File: src/rtl/mul_writeback.sv
// Writeback-stage register for the multiplier: selects the architectural result
// from the double-width product and counts retired multiplies.
module mul_writeback #(
  parameter int unsigned XLEN = 64
) (
  input  logic              clk,
  input  logic              reset,
  input  logic              StallW,
  input  logic              FlushW,
  input  logic [2*XLEN-1:0] ProdM,
  input  logic [2:0]        Funct3M,
  input  logic              W64M,
  input  logic              MulValidM,
  output logic [XLEN-1:0]   MulResultW,
  output logic              MulValidW,
  output logic [31:0]       MulCountW
);

  localparam int unsigned CNT_W = 32;

  logic [XLEN-1:0]  sel_result_c;
  logic             sel_valid_c;
  logic             is_word_c;
  logic             capture_c;
  logic [XLEN-1:0]  result_q;
  logic             valid_q;
  logic [CNT_W-1:0] count_q;

  // Word ops only exist on a 64-bit datapath and only for the low-half mul
  assign is_word_c = (XLEN == 64) && W64M && (Funct3M == 3'b000);

  always_comb begin
    sel_result_c = '0;
    sel_valid_c  = 1'b0;
    if (!Funct3M[2]) begin
      sel_valid_c = MulValidM;
      if (is_word_c)
        sel_result_c = XLEN'($signed(ProdM[31:0]));
      else if (Funct3M[1:0] == 2'b00)
        sel_result_c = ProdM[XLEN-1:0];
      else
        sel_result_c = ProdM[2*XLEN-1:XLEN];
    end
  end

  assign capture_c = !FlushW && !StallW;

  // Writeback register: flush beats stall
  always_ff @(posedge clk or negedge reset) begin
    if (!reset) begin
      result_q <= '0;
      valid_q  <= 1'b0;
    end else if (FlushW) begin
      result_q <= '0;
      valid_q  <= 1'b0;
    end else if (!StallW) begin
      result_q <= sel_result_c;
      valid_q  <= sel_valid_c;
    end
  end

  // Retirement counter; wraps silently, never cleared by flush
  always_ff @(posedge clk or negedge reset) begin
    if (!reset)
      count_q <= '0;
    else if (capture_c && sel_valid_c)
      count_q <= count_q + CNT_W'(1);
  end

  assign MulResultW = result_q;
  assign MulValidW  = valid_q;
  assign MulCountW  = count_q;

endmodule

File: config.mk
export PLATFORM = sky130hd
export DESIGN_NAME = mul_writeback
export DESIGN_NICKNAME = d
export VERILOG_FILES = /design/src/rtl/mul_writeback.sv
export SDC_FILE = /design/constraint.sdc
export NUM_CORES = 1
export LEC_CHECK = 0
export CAP_MARGIN = 25
export CORE_MARGIN = 10
export CORE_UTILIZATION = 36
export DETAILED_ROUTE_END_ITERATION = 16
export HOLD_SLACK_MARGIN = 0.12
export PLACE_DENSITY = 0.77
export SLEW_MARGIN = 20
export SYNTH_ARGS = -nofsm -noshare
export SYNTH_HDL_FRONTEND = slang
export SYNTH_SLANG_ARGS = --single-unit
File: constraint.sdc
create_clock -name clk -period 1.75 [get_ports clk]
set_input_delay 0.35 -clock clk [delete_from_list [all_inputs] [get_ports clk]]
set_output_delay 0.35 -clock clk [all_outputs]
set_load 0.01 [all_outputs]
==> summary.txt, run 1 <==
Status - complete, but fails checks
Failing checks - setup timing
CP max stage delay - 580 ps
Critical Path End Type - register
FF+latch count, synth - 97
Post-Syn Area - 4550 um^2
CTS Root Cell - clkbuf_16
I/O Buffers - 233
Ant diodes - 0
Commonest cells in the synthesized netlist - 113 x nand2_1, 97 x dfrtp_1, 46 x nand3_1
Most common cell in the netlist - nand2_1
Min cycle time layout - 1810 ps
Worst-Skew Late Latency - 340 ps
Largest net degree at the start of global routing - 98
Max Clock Freq - 0.553 GHz
Post-route ant nets - 0
Initial Utilization - 36.4%
Dominant synthesized flop cell - dfrtp_1
Nets - 858
Final Hold Vio Count - 0
DRT iter0 DRCs - 300
Clock Pin Slew Worst Setup and Hold Paths - 70 ps
Area grow syn2layout - 71.2%
GPL Wtd Cong - 0.816
Crit path max-delay family - simple AND/OR/NAND/NOR gates
Detailed Route WL - 16.1 mm
CP startpoint kind - primary input
Synth async-reset ratio - 100%
H-Tree Depth - 3
Fin util - 62.3%
Switching portion of total power - 25.6%
Crit path max fanout - 4
Worst slack at placement - -703 ps
DIE AREA - 17,500 um^2
Leak - 3.59 nW
Period utilization - 103%
Vias in the first global route - 4,835
Logic pwr share - 21.4%
Post-synth EDFFs - 0
Total Routing Usage GR - 17.7%
Sequential share of power - 44.5%
Worst setup margin - -59.7 ps
First-pass GRT wire length - 25.4 mm
Layout cell share with drive strength beyond 1 - 11.2%
Worst slew pin tran - 514 ps
Vias/cell - 4.97
Overflow after GRT - 0
Post-Synthesis Cells - 458
CORE AREA - 12,500 um^2
Hold/Removal Path Class - register to register
Syn avg cell area - 9.94 um^2
Cell taking the most area after synthesis - dfrtp_1
Final Setup Violations - 5
Seq/Total Area, Yosys - 53.3%
I/O Pins - 234
Distinct cell type count of the synthesized netlist - 29
Internal Power - 4.04 mW
CP max-delay cell - or4_4
WL per Instance - 17.9 um
Floorplan row count - 41
CTS tree - yes
Psw - 1.39 mW
Routed vias - 4,462
WP data arrival - 2070 ps
Worst path bufs/invs - 2
Remaining DRCs - 0
TritonCTS Buffers - 9
Crit path cell chain - buf_8, or4b_4, or4_4, buf_12, nor3_4, xor2_1
Required time worst endpoint - 2010 ps
Drt pass-1 iters - 4
Slew Limit Fails - 0
Clock buffer depth - 2
Initial antenna violation count - 0
Worst Skew - 4.94 ps
Slew HR - 65.8%
PwrDens - 696 nW/um^2
Max-cap viol count - 0
Number of clock sinks - 97
Chip height - 132 um
Chip width - 132 um
Yosys top cell area share - 53.3%
Clk pwr share - 34.1%
Hpwl dp - 12.7 mm
Top cells by area, synth - dfrtp_1 53%, nand2_1 9.3%, mux2i_1 7.0%
Syn_nets - 596
Worst vdd ir - 0.000416 V
RSZ-0062 raised after global routing - yes
Crit Path Class - primary input to register
Synth Warn # - 0
-- metrics by stage --
step	setup TNS [ps]	cells	total power [mW]	hold WS [ps]	area, um^2
after floorplan	-1450	458	2.81	54.4	4600
after global placement	-26010	877	3.59	441	7440
after detailed placement	-27750	877	3.62	448	7440
after CTS	-105	895	5.49	484	7750
after global routing	-500	897	5.66	501	7790
final	-158	897	5.43	478	7790
-- layout make-up --
type | count | area, um^2
Fill cell | 1081 | 4720
Timing Repair Buffer | 278 | 2780
Sequential cell | 97 | 2430
Multi-Input combinational cell | 332 | 2080
Clock buffer | 10 | 239
Tap cell | 172 | 215
Clock inverter | 6 | 42.5
Inverter | 2 | 7.51
-- what timing repair did --
action	in CTS	in global routing
pin swaps	6	4
hold buffers	1	0
resized for setup	21	11
hold endpoints to repair	97	0
buffers inserted	1	2
setup endpoints to repair	27	15
-- cells in the final DEF, fill, tap and decap left out, drive strengths merged, types with 2 or more instances in the layout --
| cell | instances |
|---|---|
| xnor2 | 21 |
| a22o | 32 |
| clkbuf | 10 |
| dlymetal6s2s | 7 |
| o21ai | 32 |
| nor3 | 4 |
| nand2 | 113 |
| or3 | 2 |
| nor4 | 7 |
| nand4 | 11 |
| inv | 3 |
| xor2 | 10 |
| clkinv | 3 |
| buf | 49 |
| clkdlybuf4s50 | 221 |
| mux2i | 32 |
| nor2 | 6 |
| and2 | 2 |
| dfrtp | 97 |
| and3 | 5 |
| clkinvlp | 2 |
| nand3 | 46 |
-- cells by family after synthesis --
group                    share of synthesized area, %
AND/OR/NAND/NOR                                  21.1
multiplexers                                     7.03
flip-flops                                       53.3
XOR/XNOR                                         5.96
buffers and inverters                            2.42
adder cells (fa/ha/maj)                         0.275
AO/OA/AOI/OAI                                    9.89
-- sequential cells by signal (all words and copies together), names as in the netlist --
name,flops
MulResultW,64
MulCountW,32
MulValidW,1
-- worst register-to-register path: stages, from the launching register on --
cell and delay, ps:
dfrtp_1 370, ha_2 200, nand2_1 80, or4_4 550
buf_12 160, nor3_4 150, xor2_1 180
-- worst paths after layout --
check | end | slack (ps) | start | cells past startpoint
min in group asynchronous | MulResultW[47] | 610 | reset | 3
setup / recovery | MulCountW[22] | -60 | StallW | 6
hold / removal | MulResultW[25] | 480 | MulResultW[25] | 2
setup reg to reg | MulCountW[22] | -20 | MulCountW[0] | 6
hold reg to reg | MulResultW[25] | 480 | MulResultW[25] | 2
max in group asynchronous | MulResultW[25] | 750 | reset | 3
-- power groups by stage --
stage	clock network (mW)	registers (mW)	logic (mW)
final	1.85	2.42	1.16
after global placement	0	2.45	1.14
after global routing	1.97	2.43	1.26
after detailed placement	0	2.46	1.17
after floorplan	0	2.52	0.291
after CTS	1.90	2.41	1.17
-- layer usage --
metal | global-route usage (%) | vias up | part of all wire [%]
li1 | - | 2117 | -
met1 | 19.1 | 2185 | 38
met2 | 31.4 | 145 | 52
met3 | 7.04 | 15 | 8.5
met4 | 4.95 | 0 | 1.3
met5 | 0 | - | 0
Note: power is estimated with default switching activity, not from simulation.
==> run 2, diff against run 1 <==
CELL_PAD_IN_SITES_DETAIL_PLACEMENT = 2   (was not set)
CELL_PAD_IN_SITES_GLOBAL_PLACEMENT = 2   (was not set)
CORE_UTILIZATION = 20   (was 36)
CTS_CLUSTER_SIZE = 20   (was not set)
PLACE_DENSITY = not set   (was 0.77)
PLACE_DENSITY_LB_ADDON = 0.1   (was not set)
==> summary.txt, run 2 (synthesized netlist as in run 1, its figures left out) <==
Status - complete, but fails checks
Failing checks - setup timing
Max Clock Freq - 0.567 GHz
TritonCTS Buffers - 9
Number of clock sinks - 97
Routed vias - 4,546
Worst Skew - 9.78 ps
Chip height - 171 um
CTS tree - yes
Period utilization - 101%
Sink of the worst hold path - MulCountW[0]
Chip width - 171 um
Clock buffer depth - 2
Crit path max fanout - 3
WP data arrival - 2030 ps
Worst-Skew Late Latency - 350 ps
Worst setup margin - -12.3 ps
Max reg flops - 64
Reg2reg start - MulCountW[0]
M3 GR Usage - 6.29%
DRT iter0 DRCs - 168
Critical Path End Type - register
CORE AREA - 22,500 um^2
Switching portion of total power - 26.2%
Ant diodes - 0
Hold/Removal Path Class - primary input to register
First-pass GRT wire length - 31.7 mm
Worst vdd ir - 0.000288 V
PwrDens - 704 nW/um^2
Vias in the first global route - 5,370
Required time worst endpoint - 2020 ps
Slew Limit Fails - 0
Clk pwr share - 36.4%
Initial antenna violation count - 0
CTS Root Cell - clkbuf_16
Largest net degree at the start of global routing - 50
Global route hottest layer - met2
Vias/cell - 4.46
Post-route ant nets - 0
Most common cell after layout, fill and taps aside - clkdlybuf4s50_1
GR met2 Demand/Resource - 24.1%
CP startpoint kind - primary input
Internal Power - 4.19 mW
I/O Buffers - 233
Area grow syn2layout - 77.0%
Slew HR - 74.1%
Reg2reg end - MulCountW[28]
Power Total - 5.67 mW
H-Tree Depth - 3
GPL Wtd Cong - 0.769
Floorplan row count - 55
Fillers - 2,418
Initial Utilization - 20.2%
Layout cell share with drive strength beyond 1 - 12.7%
Clock Pin Slew Worst Setup and Hold Paths - 70 ps
Final Hold Vio Count - 0
RSZ-0062 raised after global routing - yes
Placed Cells - 996
Finished Layout Cells - 1,020
R2R cell count - 6
Sequential share of power - 42.6%
Overflow after GRT - 0
Leak - 3.67 nW
Remaining DRCs - 0
Detailed Route WL - 20.1 mm
Max-cap viol count - 0
DIE AREA - 29,200 um^2
Logic pwr share - 21.0%
Min-Delay Path Depth - 4
Final Setup Violations - 2
WL per Instance - 19.7 um
R2R Setup Slk - 20 ps
Worst slew pin tran - 383 ps
I/O Pins - 234
Most frequent cells in the layout - 213 x clkdlybuf4s50_1, 112 x nand2_1, 95 x dfrtp_1
Final Instance Area - 8060 um^2
Min cycle time layout - 1760 ps
Hpwl dp - 15.8 mm
Hold Path Origin - StallW
Total Routing Usage GR - 14.0%
Psw - 1.48 mW
Area of placed instances - 7660 um^2
Worst hold slack - 425 ps
GR Util met1 - 15.3%
Drt pass-1 iters - 4
Nets - 868
Crit Path Class - primary input to register
-- run 2: cell types whose count changed in the layout (fill, tap and decap cells not counted), moves of 3 or more --
| cell | before | now |
|---|---|---|
| buf_12 | 8 | 11 |
| buf_4 | 37 | 42 |
| buf_6 | 1 | 4 |
| clkdlybuf4s50_1 | 221 | 213 |
| dlygate4sd2_1 | 0 | 12 |
| dlymetal6s2s_1 | 7 | 3 |
-- run 2: area by class of cell --
| type | count | area [um^2] | share of cell area [%] |
|---|---|---|---|
| clock buffers | 10 | 239 | 2.97 |
| clock inverters | 6 | 65.1 | 0.807 |
| inverters | 2 | 7.51 | 0.0932 |
| multi-input cells | 332 | 2090 | 25.9 |
| flip-flops and latches | 97 | 2430 | 30.2 |
| well taps | 285 | 357 | 4.42 |
| repair buffers | 288 | 2880 | 35.7 |
-- run 2: worst max-delay path by stage --
stage | cells after the start | start | endpoint
after floorplan | 5 | FlushW | MulCountW[28]
after global placement | 5 | Funct3M[2] | MulCountW[30]
after detailed placement | 7 | Funct3M[2] | MulCountW[27]
after CTS | 5 | StallW | MulCountW[30]
after global routing | 6 | MulCountW[0] | MulCountW[28]
final | 6 | StallW | MulCountW[28]
-- run 2: per-stage QoR --
step / TNS [ps] / utilization, % / setup WS (ps)
after floorplan: -1450 / - / -226
after global placement: -30750 / 34.1 / -639
after detailed placement: -34120 / 34.1 / -692
after CTS: -50.3 / 35.5 / -28.6
after global routing: -349 / 35.8 / -83.2
final: -18.2 / 35.8 / -12.3
-- run 2: power by group through the flow --
stage	clock [mW]	combinational, mW	sequential (mW)
after floorplan	0	0.291	2.52
after global placement	0	1.20	2.45
after detailed placement	0	1.23	2.46
after CTS	2.17	1.21	2.41
after global routing	2.24	1.31	2.43
final	2.07	1.19	2.41
-- run 2: what timing repair did --
action	CTS	global route
hold endpoints to repair	97	0
buffers inserted	2	5
setup endpoints to repair	49	18
pin swaps	8	7
gates resized for setup	36	7
hold buffers	1	0
-- run 2: worst max-delay path, stage by stage --
cell    delay [ps]
buf_6          100
or4b_4         540
or4_4          580
buf_12         160
nor4_4         140
xor2_1         160
-- run 2: routing by layer --
layer  wire, um  up-vias
li1           -     2140
met3       2000       12
met5          0        -
met2      10000      139
met1       7820     2255
met4        244        0
